### src/rtl/mips_cpu_muldiv_if.sv
// Request/result bundle for the HI/LO multiply-divide unit.
// The CPU side (master) drives start/op/operands and MTHI/MTLO writes,
// and the unit (slave) returns the HI/LO registers and busy/done status.
interface mips_cpu_muldiv_if;
  logic        start;
  logic [1:0]  op;
  logic [31:0] a;
  logic [31:0] b;
  logic        hi_we;
  logic        lo_we;
  logic [31:0] wdata;
  logic [31:0] hi;
  logic [31:0] lo;
  logic        busy;
  logic        done;

  modport master (
    output start, op, a, b, hi_we, lo_we, wdata,
    input  hi, lo, busy, done
  );

  modport slave (
    input  start, op, a, b, hi_we, lo_we, wdata,
    output hi, lo, busy, done
  );
endinterface

### src/rtl/mips_cpu_muldiv.sv
// MIPS HI/LO multiply/divide unit: MULT, MULTU, DIV, DIVU, MTHI, MTLO.
// Iterative, one bit per cycle for 32 cycles on operand magnitudes; signed
// results are sign-corrected while being written to HI/LO on the last edge.
// Build option: define MIPS_CPU_MULDIV_DIV_EN to include the divider.
// Without it, DIV/DIVU complete immediately with HI=LO=0.
module mips_cpu_muldiv #(
  parameter logic [31:0] DIV_ZERO_Q = 32'hFFFFFFFF
) (
  input  logic                     clk,
  input  logic                     reset,
  mips_cpu_muldiv_if.slave         bus
);

  typedef enum logic {IDLE, RUN} state_t;

  state_t      state;
  logic [4:0]  cnt;
  logic [63:0] p;        // mult: {partial product, multiplier}; div: {remainder, quotient}
  logic [31:0] d;        // mult: multiplicand magnitude; div: divisor magnitude
  logic        neg_q;    // negate product / quotient at writeback
  logic [31:0] hi_r;
  logic [31:0] lo_r;
  logic        done_r;
`ifdef MIPS_CPU_MULDIV_DIV_EN
  logic        is_div_q;
  logic        rneg_q;   // remainder follows the dividend's sign
  logic        bzero_q;
`endif

  logic        is_signed;
  logic        a_neg;
  logic        b_neg;
  logic [31:0] a_mag;
  logic [31:0] b_mag;
  logic [63:0] p_next;
  logic [63:0] res64;
  logic [31:0] hi_res;
  logic [31:0] lo_res;

  assign bus.hi   = hi_r;
  assign bus.lo   = lo_r;
  assign bus.busy = (state == RUN);
  assign bus.done = done_r;

  // Operand sign detection and magnitudes for the accepting edge.
  always_comb begin
    is_signed = ~bus.op[0];
    a_neg     = is_signed & bus.a[31];
    b_neg     = is_signed & bus.b[31];
    a_mag     = a_neg ? (32'd0 - bus.a) : bus.a;
    b_mag     = b_neg ? (32'd0 - bus.b) : bus.b;
  end

  // One shift-add (multiply) or restoring-subtract (divide) step.
  always_comb begin : step
    logic [32:0] sum;
    logic [32:0] rem_shift;
    logic        ge;
    // NOTE: every combinational output gets a default first so no latch is inferred.
    sum       = {1'b0, p[63:32]} + (p[0] ? {1'b0, d} : 33'd0);
    rem_shift = {p[63:32], p[31]};
    ge        = 1'b0;
    p_next    = {sum, p[31:1]};
`ifdef MIPS_CPU_MULDIV_DIV_EN
    if (is_div_q) begin
      ge     = (rem_shift >= {1'b0, d});
      p_next = {ge ? (rem_shift[31:0] - d) : rem_shift[31:0], p[30:0], ge};
    end
`endif
  end

  // Sign correction of the final step, applied as HI/LO are written.
  always_comb begin
    res64  = neg_q ? (64'd0 - p_next) : p_next;
    hi_res = res64[63:32];
    lo_res = res64[31:0];
`ifdef MIPS_CPU_MULDIV_DIV_EN
    if (is_div_q) begin
      lo_res = bzero_q ? DIV_ZERO_Q : (neg_q ? (32'd0 - p_next[31:0]) : p_next[31:0]);
      hi_res = rneg_q ? (32'd0 - p_next[63:32]) : p_next[63:32];
    end
`endif
  end

  // Control FSM, iteration registers and the HI/LO architectural state.
  always_ff @(posedge clk or posedge reset) begin
    if (reset) begin
      state    <= IDLE;
      cnt      <= 5'd0;
      p        <= 64'd0;
      d        <= 32'd0;
      neg_q    <= 1'b0;
      hi_r     <= 32'd0;
      lo_r     <= 32'd0;
      done_r   <= 1'b0;
`ifdef MIPS_CPU_MULDIV_DIV_EN
      is_div_q <= 1'b0;
      rneg_q   <= 1'b0;
      bzero_q  <= 1'b0;
`endif
    end else begin
      // NOTE: non-blocking assignments so every register samples pre-edge values.
      done_r <= 1'b0;
      case (state)
        IDLE: begin
          if (bus.start) begin
            // A start takes priority; any MTHI/MTLO in the same cycle is dropped.
            cnt   <= 5'd0;
            neg_q <= a_neg ^ b_neg;
            if (!bus.op[1]) begin
              state <= RUN;
              d     <= a_mag;
              p     <= {32'd0, b_mag};
`ifdef MIPS_CPU_MULDIV_DIV_EN
              is_div_q <= 1'b0;
              rneg_q   <= 1'b0;
              bzero_q  <= 1'b0;
`endif
            end else begin
`ifdef MIPS_CPU_MULDIV_DIV_EN
              state    <= RUN;
              d        <= b_mag;
              p        <= {32'd0, a_mag};
              is_div_q <= 1'b1;
              rneg_q   <= a_neg;
              bzero_q  <= (bus.b == 32'd0);
`else
              hi_r   <= 32'd0;
              lo_r   <= 32'd0;
              done_r <= 1'b1;
`endif
            end
          end else begin
            if (bus.hi_we) hi_r <= bus.wdata;
            if (bus.lo_we) lo_r <= bus.wdata;
          end
        end
        RUN: begin
          p   <= p_next;
          cnt <= cnt + 5'd1;
          if (cnt == 5'd31) begin
            hi_r   <= hi_res;
            lo_r   <= lo_res;
            done_r <= 1'b1;
            state  <= IDLE;
          end
        end
        default: state <= IDLE;
      endcase
    end
  end

endmodule

### src/flat_wrapper.sv
// flat-port wrapper written by rule: the top's interface ports become plain ports
module mips_cpu_muldiv_flat 
#(
  parameter logic [31:0] DIV_ZERO_Q = 32'hFFFFFFFF
)
  (clk, reset, bus_start, bus_op, bus_a, bus_b, bus_hi_we, bus_lo_we, bus_wdata, bus_hi, bus_lo, bus_busy, bus_done);
  mips_cpu_muldiv_if bus_i ();
  input  logic clk;
  input  logic reset;
  input wire logic [$bits(bus_i.start)-1:0] bus_start;
  input wire logic [$bits(bus_i.op)-1:0] bus_op;
  input wire logic [$bits(bus_i.a)-1:0] bus_a;
  input wire logic [$bits(bus_i.b)-1:0] bus_b;
  input wire logic [$bits(bus_i.hi_we)-1:0] bus_hi_we;
  input wire logic [$bits(bus_i.lo_we)-1:0] bus_lo_we;
  input wire logic [$bits(bus_i.wdata)-1:0] bus_wdata;
  output wire logic [$bits(bus_i.hi)-1:0] bus_hi;
  output wire logic [$bits(bus_i.lo)-1:0] bus_lo;
  output wire logic [$bits(bus_i.busy)-1:0] bus_busy;
  output wire logic [$bits(bus_i.done)-1:0] bus_done;
  assign bus_i.start = bus_start;
  assign bus_i.op = bus_op;
  assign bus_i.a = bus_a;
  assign bus_i.b = bus_b;
  assign bus_i.hi_we = bus_hi_we;
  assign bus_i.lo_we = bus_lo_we;
  assign bus_i.wdata = bus_wdata;
  assign bus_hi = bus_i.hi;
  assign bus_lo = bus_i.lo;
  assign bus_busy = bus_i.busy;
  assign bus_done = bus_i.done;
  mips_cpu_muldiv #(.DIV_ZERO_Q(DIV_ZERO_Q)) u_core (.clk(clk), .reset(reset), .bus(bus_i));
endmodule
### config.mk
export PLATFORM = sky130hd
export DESIGN_NAME = mips_cpu_muldiv_flat
export DESIGN_NICKNAME = d
export VERILOG_FILES = /design/src/rtl/mips_cpu_muldiv_if.sv /design/src/rtl/mips_cpu_muldiv.sv /design/src/flat_wrapper.sv
export SDC_FILE = /design/constraint.sdc
export NUM_CORES = 1
export LEC_CHECK = 0
export ABC_AREA = 1
export ABC_CLOCK_PERIOD_IN_PS = 12730
export BUFFER_PORTS_ARGS = -buffer_cell sky130_fd_sc_hd__buf_2
export CORE_AREA = 3 3 148 150
export CTS_CLUSTER_SIZE = 24
export DETAILED_ROUTE_END_ITERATION = 16
export DIE_AREA = 0 0 151 153
export HOLD_SLACK_MARGIN = 0.03
export PLACE_DENSITY = 0.86
export SLEW_MARGIN = 15
export SYNTH_ARGS = -nofsm -noshare
export SYNTH_HDL_FRONTEND = slang
export SYNTH_SLANG_ARGS = --single-unit
### constraint.sdc
create_clock -name clk -period 12.73 [get_ports clk]
set_input_delay 0.6365 -clock clk [delete_from_list [all_inputs] [get_ports clk]]
set_output_delay 0.6365 -clock clk [all_outputs]
set_load 0.1 [all_outputs]
-- After elaboration in Yosys (flattened, before gate mapping)
Cells that the tools add are included.
- register bits: 168
- input port bits: 103
- word-level logic and storage cells: 57
- add/subtract/negate cells: 5
- equality and inequality tests: 7
- multiplexer cells: 26
- bitwise logic cells: 6
- reduce and logical (&&, ||, !) cells: 5
- operators with widths (kind ; number):
    32-bit two-way mux ; 10
    64-bit two-way mux ; 3
    32-bit one-hot mux with 2 select lines ; 2
    64-bit one-hot mux with 2 select lines ; 1
    1-bit by 32-bit subtractor with 32-bit output (first input constant) ; 2
    1-bit by 64-bit subtractor with 64-bit output (first input constant) ; 1
    32-bit by 33-bit adder with 33-bit output ; 1
    5-bit one-hot mux with 2 select lines ; 1
    3-bit inequality test (second input constant) ; 3
    3-bit AND reduction ; 3
    1-bit two-way mux ; 6
    2-bit inequality test (second input constant) ; 3
    5-bit by 1-bit adder with 5-bit output (second input constant) ; 1
    5-bit == test (second input constant) ; 1
    5-bit two-way mux ; 1
    1-bit one-hot mux with 2 select lines ; 2
    2-bit AND reduction ; 2
    1-bit NOT ; 3
    1-bit bitwise AND ; 2
    1-bit bitwise XOR ; 1

-- Logic depth before layout (Yosys ltp)
Gate-level depths: netlist of the first run.
- depth in word-level cells: 6
- mapped depth: 25
- mapped depth without buffers: 23

-- Least setup slack after synthesis of the first run
OpenSTA, ideal clock, no wires.
- kind: reg2reg
- start: reg u_core.p[0]
- end: reg u_core.hi_r[24], in the netlist u_core.bus.hi[24]
- library setup time: 0.113 ns
- arrival time: 2.811 ns
- data required time: 12.617 ns
- setup slack: 9.806 ns
- stages on the path, launching flop included: 21
- buffers on the path: 2
- clock period less this slack: 2.924 ns
- cell sequence: dfrtp_1 clkbuf_1 clkbuf_1 nand2_1 inv_1 ha_1 fa_1 nand3_1 nand3_1 xnor2_2 inv_1 nor3_1 nand2_2 nor2_4 nand2_2 o21ai_4 nand2_1 nand2_1 nand3b_1 nand2_1 inv_1
- word-level cells in the longest chain between the ends: 6
- RTL lines (what ; line ; RTL):
    start, declared ; mips_cpu_muldiv.sv:18 ; logic [63:0] p;
    start signal, assigned ; mips_cpu_muldiv.sv:113 ; p <= {32'd0, b_mag};
    start signal, assigned ; mips_cpu_muldiv.sv:139 ; p <= p_next;
    32-bit two-way mux (*) ; mips_cpu_muldiv.sv:60 ; sum = {1'b0, p[63:32]} + (p[0] ? {1'b0, d} : 33'd0);
    32-bit by 33-bit adder with 33-bit output (*) ; mips_cpu_muldiv.sv:60 ;
    1-bit by 64-bit subtractor with 64-bit output ; mips_cpu_muldiv.sv:74 ; res64 = neg_q ? (64'd0 - p_next) : p_next;
    64-bit two-way mux (*) ; mips_cpu_muldiv.sv:74 ;
    32-bit two-way mux (*) ; mips_cpu_muldiv.sv:141 ; if (cnt == 5'd31) begin
    32-bit one-hot mux with 2 select lines (*) ; mips_cpu_muldiv.sv:104 ; case (state)
    end signal, assigned ; mips_cpu_muldiv.sv:134 ; if (bus.hi_we) hi_r <= bus.wdata;
    end signal, assigned ; mips_cpu_muldiv.sv:142 ; hi_r <= hi_res;
    end, declared ; mips_cpu_muldiv.sv:21 ; logic [31:0] hi_r;
Mark *: on every way between the ends. The rest lies on a longest branch, timed or not. The select of a mux whose other input is x is not followed.
A chain may end at the register's enable or synchronous reset.

-- Final worst setup path of the first run
- start: reg u_core.p[0]
- end: reg u_core.hi_r[15], in the netlist u_core.bus.hi[15]
Same word-level chain as after synthesis.

==> results.md, run 1 <==
- Once placement completed, the tool counted placed cells totaling 2391.
- The count of nets left with antenna violations once routing finished came out at 0.
- After technology mapping, the gate count stands at 2005.
- Data on the critical path is required at its endpoint by 13.12 ns.
- The fraction of the yosys area taken by sequential cells is 31.8%.
- Clock-pin slew was measured on the worst setup and hold paths at 0.08 ns.
- The smallest clock period supported by the final layout is computed as 3.66 ns.
- In this run the worst setup path terminates at u_core.bus.hi[15].
- The run finished with clean final reports.
- Setup repair after global routing left no endpoint under its margin.
- Based on the critical path, the design can be clocked at up to 0.273 GHz.
- The per-instance average area after synthesis is 6.59 sq um.
- The number of clock sinks is 168.
- The top cell type by area accounts for 31.8% of the synthesized area.
- The worst-case clock buffer depth is 2.
- The initial antenna violation count is 2.
- The number of synthesized flops with an enable pin is 0.
- The worst reg2reg path startpoint is u_core.p[0].
- The period utilization is 28.8%.
- The post-route DRC violation count is 0.
- The congestion estimate from routability-driven global placement came to 1.01.
- TritonCTS built the clock tree.
- For the final database, setup skew stands at 0.0151 ns.
- The post-synthesis share of cell area spent on xor and xnor gates is 4.03%.
- The maximum fanout count along the critical path is 33.
- The number of non-filler instances in the completed layout is 2423.
- The flop-to-flop setup slack is 9.07 ns.
- The number of buffers inserted by post-CTS setup repair is 0.
- Global routing finished with a remaining overflow of 0.
- The worst flop-to-flop path endpoint is u_core.bus.hi[15].
- The commonest cells after synthesis are 582 x nand2_1, 268 x inv_1, 202 x nor2_1, 168 x dfrtp_1, 142 x nand3_1.
- STA classifies the critical path endpoint as a flip-flop.
- The first detailed-routing pass took 8 iterations.
- In this run the tool buffered the top-level ports with 168 buffer cells.
- The synthesized netlist devotes 3.66% of its cell area to adder and majority cells.
- The number of setup violations in the final report is 0.
- In the synthesized netlist the async set-or-reset flop fraction comes to 100%.
- The number of synthesized register bits is 168.
- The core box area is 20800 sq um.
- After synthesis, the share of cell area in mux cells is 0%.
- The detail-routed net length per standard cell is 18.2 um.
- The area growth from synthesis to layout is 12.3%.
- The vias per cell is 5.85.
- The repair_antennas step left the layout with diodes totalling 0.
- The peak ir drop on the vdd network is 323 uV.
- Synthesis produced a netlist with a net count of 2146.
- The effective utilization at floorplan is 63.4%.
- Clock latency on the worst-skew pair, taken at its later pin, is 0.44 ns.
- For the worst flop-to-flop path, the logic depth is 15.
- Among all cell types in the netlist, the one instantiated most often is nand2_1.
- The first routing iteration left 1656 violations.
- In this run the core area contains 53 standard-cell rows.
- Counting distinct cell types in the post-synthesis netlist gives 58.
- The first-pass GRT wire length is 70000 um.
- The worst max-slew margin expressed relative to the limit is 21.0%.
- The post-cts resize count is 0.
- Detailed placement ended at an HPWL of 33500 um.
- The power density of the placed cells is 314 nW/um^2.
- In this run the count of I/O pins placed on the die edge is 169.
- The hold violation count in the final report is 0.
- The area after detailed placement is 14200 sq um.
- At the pin with the least slew margin, the transition time is 1.18 ns.
- The nature of the critical path startpoint is a flip-flop.
- By area the synthesized netlist is led by dfrtp_1 32%, nand2_1 17%, inv_1 7.6%.
- Max-cap violations in this run came to 0.
- The floorplan step set the die height to 153 um.
- The max-slew violation count was 0.
- Data on the critical path arrives at its endpoint at 4.05 ns.
- The critical path class is flip-flop to flip-flop.
- The leading register cell type out of synthesis is dfrtp_1.
- The simple-gate share of the synthesized area is 37.9%.
- Clock tree synthesis inserted a total of 17 buffers.
- The min-delay analysis places its worst path in the category input port to asynchronous set/reset pin.
- The synthesis warning total is 0.
- The cell accounting for the most synthesized area is dfrtp_1.
- CTS placed an instance of clkbuf_16 at the clock tree root.
- The largest net degree at the start of global routing is 107.
- The width of the die is 151 um.
- The dominant combinational cell family by area after synthesis is simple AND/OR/NAND/NOR gates.
- After the last flow step, the layout net total stands at 2276.
- The launching instance or port of the critical path is u_core.p[0].
- For this design, the CTS-stage hold fixing added 0 buffers.
- In this run the number of H-tree levels came out at 4.
- The die covers 23100 sq um.
- The sum of routed wire length over all layers is 44100 um.
- The final standard cell area without fillers is 14800 sq um.
- The via count is 14200.
- The proportion of layout cells with a drive suffix above 1 is 15.5%.
- The via count of the first global-routing pass is 13300.
- The overall global routing resource usage is 38.4%.
- The cell area after synthesis is 13200 sq um.
- The total negative slack for setup checks is 0 ns.
- The synthesized netlist devotes 12.5% of its cell area to compound gates.
- Summed over all cells, the static leakage comes to 7.70 nW.
## cell usage in the layout, fill, tap and decap left out, types with 17 or more instances in the layout
cell / count
a21oi_1: 60
a31oi_1: 23
buf_2: 168
clkbuf_16: 17
dfrtp_1: 166
ha_1: 37
inv_1: 266
nand2_1: 582
nand2_2: 43
nand3_1: 142
nand3b_1: 19
nand4_1: 29
nor2_1: 201
nor2_2: 19
nor3_1: 30
o21ai_0: 93
o221ai_1: 29
xor2_1: 44
## sequential cells by signal, indices dropped and copies added, names as in the netlist
name,cells
u_core.p,64
u_core.bus.lo,32
u_core.bus.hi,32
u_core.bus.busy,1
u_core.cnt,5
u_core.d,32
u_core.neg_q,1
u_core.bus.done,1
## worst min path at each step
stage,cells past startpoint,startpoint,slack [ns],to
2_1_floorplan,1,u_core.cnt[3],0.45,u_core.cnt[3]
3_3_place_gp,2,u_core.bus.hi[15],0.47,u_core.bus.hi[15]
3_5_place_dp,2,u_core.d[6],0.48,u_core.d[6]
4_1_cts,3,bus_op[1],0.45,u_core.bus.done
5_1_grt,2,reset,0.50,u_core.d[19]
6_report,2,reset,0.41,u_core.d[19]
## final cells by class
cell class,count,area [sq um]
well taps,275,344
clock buffers,20,457
repair buffers,181,938
multi-input cells,1486,7670
clock inverters,12,155
fillers,1851,5990
flip-flops and latches,168,4210
inverters,281,1060
## logic make-up (layout without fill, tap and decap cells)
group,after synthesis,count (layout)
buffers and inverters,351,494
XOR/XNOR,59,59
flip-flops,168,168
AO/OA/AOI/OAI,267,267
adder cells (fa/ha/maj),38,38
AND/OR/NAND/NOR,1122,1122
## metal layers
metal | global-route usage, % | wire, um | vias to the layer above
met2 | 57.7 | 19300 | 828
met3 | 8.89 | 4970 | 143
li1 | - | - | 6731
met4 | 16.8 | 2030 | 2
met1 | 53.2 | 17800 | 6463
met5 | 0 | 13 | -
## critical path, stage by stage, from the launching register on
cell	delay [ns]
dfrtp_1	0.77
nand2_1	0.21
inv_1	0.06
ha_1	0.22
fa_1	0.45
nand3_1	0.11
nand3_1	0.16
xnor2_2	0.29
nand3_1	0.13
nor2_2	0.17
nand3_1	0.13
nor2_1	0.18
a21oi_1	0.12
o211ai_1	0.38
o21ai_1	0.14
inv_1	0.09
## report_power, final
part / leakage (nW) / internal [W] / switching, W
logic: 5.41 / 0.000759 / 0.00231
registers: 1.99 / 0.000804 / 0.000237
clock network: 0.302 / 0.000308 / 0.000248
## metrics by stage
step	setup slack, ns	utilization [%]	total power [W]	hold WS, ns
2_1_floorplan	7.55	-	0.00331	0.451
3_3_place_gp	9.18	68.3	0.00398	0.467
3_5_place_dp	9.16	68.3	0.00403	0.476
4_1_cts	9.15	71.2	0.00460	0.448
5_1_grt	8.71	71.2	0.00496	0.496
6_report	9.07	71.2	0.00466	0.410
Power figures use the tool's default switching activity.
==> run 2, diff against run 1 <==
- ABC_CLOCK_PERIOD_IN_PS: 12730 -> 3300
- CORE_AREA: 3 3 148 150 -> 3 3 161 163
- DIE_AREA: 0 0 151 153 -> 0 0 164 166
- PLACE_DENSITY: 0.86 -> 0.77
- clock period: 12.73 -> 3.3 ns (I/O delays scaled with it)
==> results.md, run 2 (synthesis gave the netlist of run 1 again) <==
- The run finished, with violations left.
- The final reports fail on negative hold slack.
- For this design the static power due to leakage is 7.80 nW.
- Buffers placed on the I/O ports in this run total 168.
- Measured against its own limit, the worst slew margin works out to 25.7%.
- The number of levels the H-tree was split into is 4.
- The signal on the critical path passes through buf_4 -> nand2_1 -> inv_1 -> ha_1 -> nand2_1 -> nor2_2 -> nand2_1 -> inv_1 -> nand2_1 -> and2_1 -> nand3_1 -> nand2_1 -> nor2_1 -> nand2_1 -> nor2_1 -> nand2_1 -> nand3_1 -> nand2_1 -> nor2_1 -> nor2_1.
- The number of rows created at floorplan is 57.
- STA puts the critical path data required time at 3.63 ns.
- The period utilization is 94.5%.
- Once layout is complete, the utilization of the core stands at 62.1%.
- The vias per cell is 5.67.
- The HPWL after detailed placement is 35400 um.
- The number of clock sinks is 168.
- The die height is 166 um.
- The element type at the critical path end is a flip-flop.
- The via count of the first global-routing pass is 13100.
- Global routing used 33.3% of the available tracks across all layers.
- After layout, the design draws a total of 0.0182 W.
- The effective utilization at floorplan is 54.0%.
- The kind of path behind the tightest hold check is input port to asynchronous set/reset pin.
- The highest cell delay on the worst timing path is 0.41 ns.
- The critical path in this run is classified as flip-flop to flip-flop.
- The worst-case clock buffer depth is 2.
- Post-CTS timing repair inserted 0 buffers for setup.
- The signed area change from the synthesized netlist to the final layout is 15.0%.
- After detailed placement, the total cell area comes to 14400 sq um.
- STA classifies the critical path startpoint as a flip-flop.
- The filler cells instantiated in the layout total 2310.
- The aggregate global routing overflow is 0.
- The hold violation count in the final report is 27.
- For the final database, setup skew stands at 0.0180 ns.
- The post-route DRC violation count is 0.
- At the pin with the least slew margin, the transition time is 1.12 ns.
- The die footprint is 27200 sq um.
- The most common library cell in the layout ignoring fill and taps is nand2_1.
- The critical-path cell with the highest stage delay is ha_1.
- The clock tree from TritonCTS is built.
- The worst slack on hold paths is -0.124 ns.
- The kind of cell with the highest combined delay on the critical path is simple AND/OR/NAND/NOR gates.
- TritonCTS created 17 clock buffers.
- The final weighted congestion in routability-driven placement is 0.974.
- The initial antenna violation count is 1.
- Setup violations remaining at the end of the flow were counted as 0.
- The first global-routing pass estimated 71600 um of wire.
- The later pin in the worst-skew pair is clocked with a latency of 0.45 ns.
- The top cell types in the final layout, fill and taps aside, are 578 x nand2_1, 266 x inv_1, 196 x nor2_1.
- Data arrives at the worst endpoint at 3.45 ns.
- Among the stages of the critical path, the cell type that occurs most often is nand2_1.
- The core box area is 24500 sq um.
- For this run, the detailed router's first-pass iteration total came to 7.
- The peak ir drop on the vdd network is 811 uV.
- 169 I/O pins were placed.
- The flip-flop count of the largest register after layout is 64.
- After detailed routing, the average wire length per cell comes to 18.3 um.
- The number of nets still failing antenna checks after routing is 0.
- The detailed router placed 14100 vias in this run.
- The sum of routed wire length over all layers is 45800 um.
- The width of the die is 164 um.
- After routing the design area is 15200 sq um.
- The maximum frequency from static timing analysis is 0.321 GHz.
- The sum of buffers and inverters on the critical path is 3.
- Clock-pin slew was measured on the worst setup and hold paths at 0.08 ns.
- The minimum clock period is 3.12 ns.
- 0 antenna diodes ended up in the layout.
- Along the worst path, the maximum fanout reaches 21.
- u_core.p holds more flip-flops than any other register.
- The number of max-cap violations is 0.
- For this design the ratio of total power to cell area is 1200 nW/um^2.
- The max-slew violation count is 0.
- The tree is rooted in a clkbuf_16.
- In the final layout, the share of cells above drive strength 1 is 17.4%.
- The largest net degree at the start of global routing is 169.
- The net count of the finished layout is 2299.
- The DRC marker count from the first detailed-route iteration is 1586.
-- run 2: final cells by class --
cell class                 instances  area, sq um  share of cell area, %
inverter                         281         1060                   6.97
multi-input combinational       1486         7810                   51.4
clock buffer                      19          443                   2.92
tap                              324          405                   2.67
clock inverter                    13          128                  0.840
sequential                       168         4210                   27.7
timing repair buffer             204         1140                   7.51
-- run 2: routing by layer --
layer / global-route usage (%) / vias to the layer above / routed length [um] / share of wire, %
met5: 0 / - / 13 / 0.028
li1: - / 6802 / - / -
met1: 47.1 / 6567 / 19800 / 43
met2: 51.3 / 663 / 20400 / 45
met4: 11.4 / 2 / 1690 / 3.7
met3: 5.89 / 111 / 3870 / 8.4
-- run 2: final timing paths --
kind                                         from                end  slack, ns  cells past startpoint
worst max-delay path                  u_core.p[0]  u_core.bus.hi[30]       0.18                     20
worst min-delay path                        reset       u_core.p[46]      -0.12                      3
worst max register to register        u_core.p[0]  u_core.bus.hi[30]       0.18                     20
worst min register to register  u_core.bus.hi[15]  u_core.bus.hi[15]       0.49                      2
max in group asynchronous                   reset    u_core.bus.busy       2.50                      3
min in group clk                     bus_wdata[5]   u_core.bus.hi[5]       0.04                      3
-- run 2: what timing repair did --
| item | 4_1_cts | 5_1_grt |
|---|---|---|
| gates resized for setup | 0 | 32 |
| endpoints found under the setup margin | 0 | 14 |
| hold buffers | 7 | 0 |
| endpoints found under the hold margin | 9 | 0 |
-- run 2: where the power goes --
part | internal, W | total [W] | switching [W] | leakage [nW]
Sequential | 0.00310 | 0.00396 | 0.000858 | 1.99
Clock | 0.00102 | 0.00202 | 0.000998 | 0.272
Combinational | 0.00315 | 0.0122 | 0.00907 | 5.54
Total | 0.00727 | 0.0182 | 0.0109 | 7.80
-- run 2: per-stage QoR --
stage	instances	setup slack (ns)	TNS [ns]
after CTS	2495	0.140	0
after detailed placement	2456	0.156	0
after global routing	2495	-0.00469	-0.00469
final	2495	0.182	0
after global placement	2456	0.198	0
after floorplan	2005	0.376	0
-- run 2: tightest hold or removal path: stages --
cell	delay, ns
buf_2	0.11
clkinvlp_4	0.07
buf_12	0.53
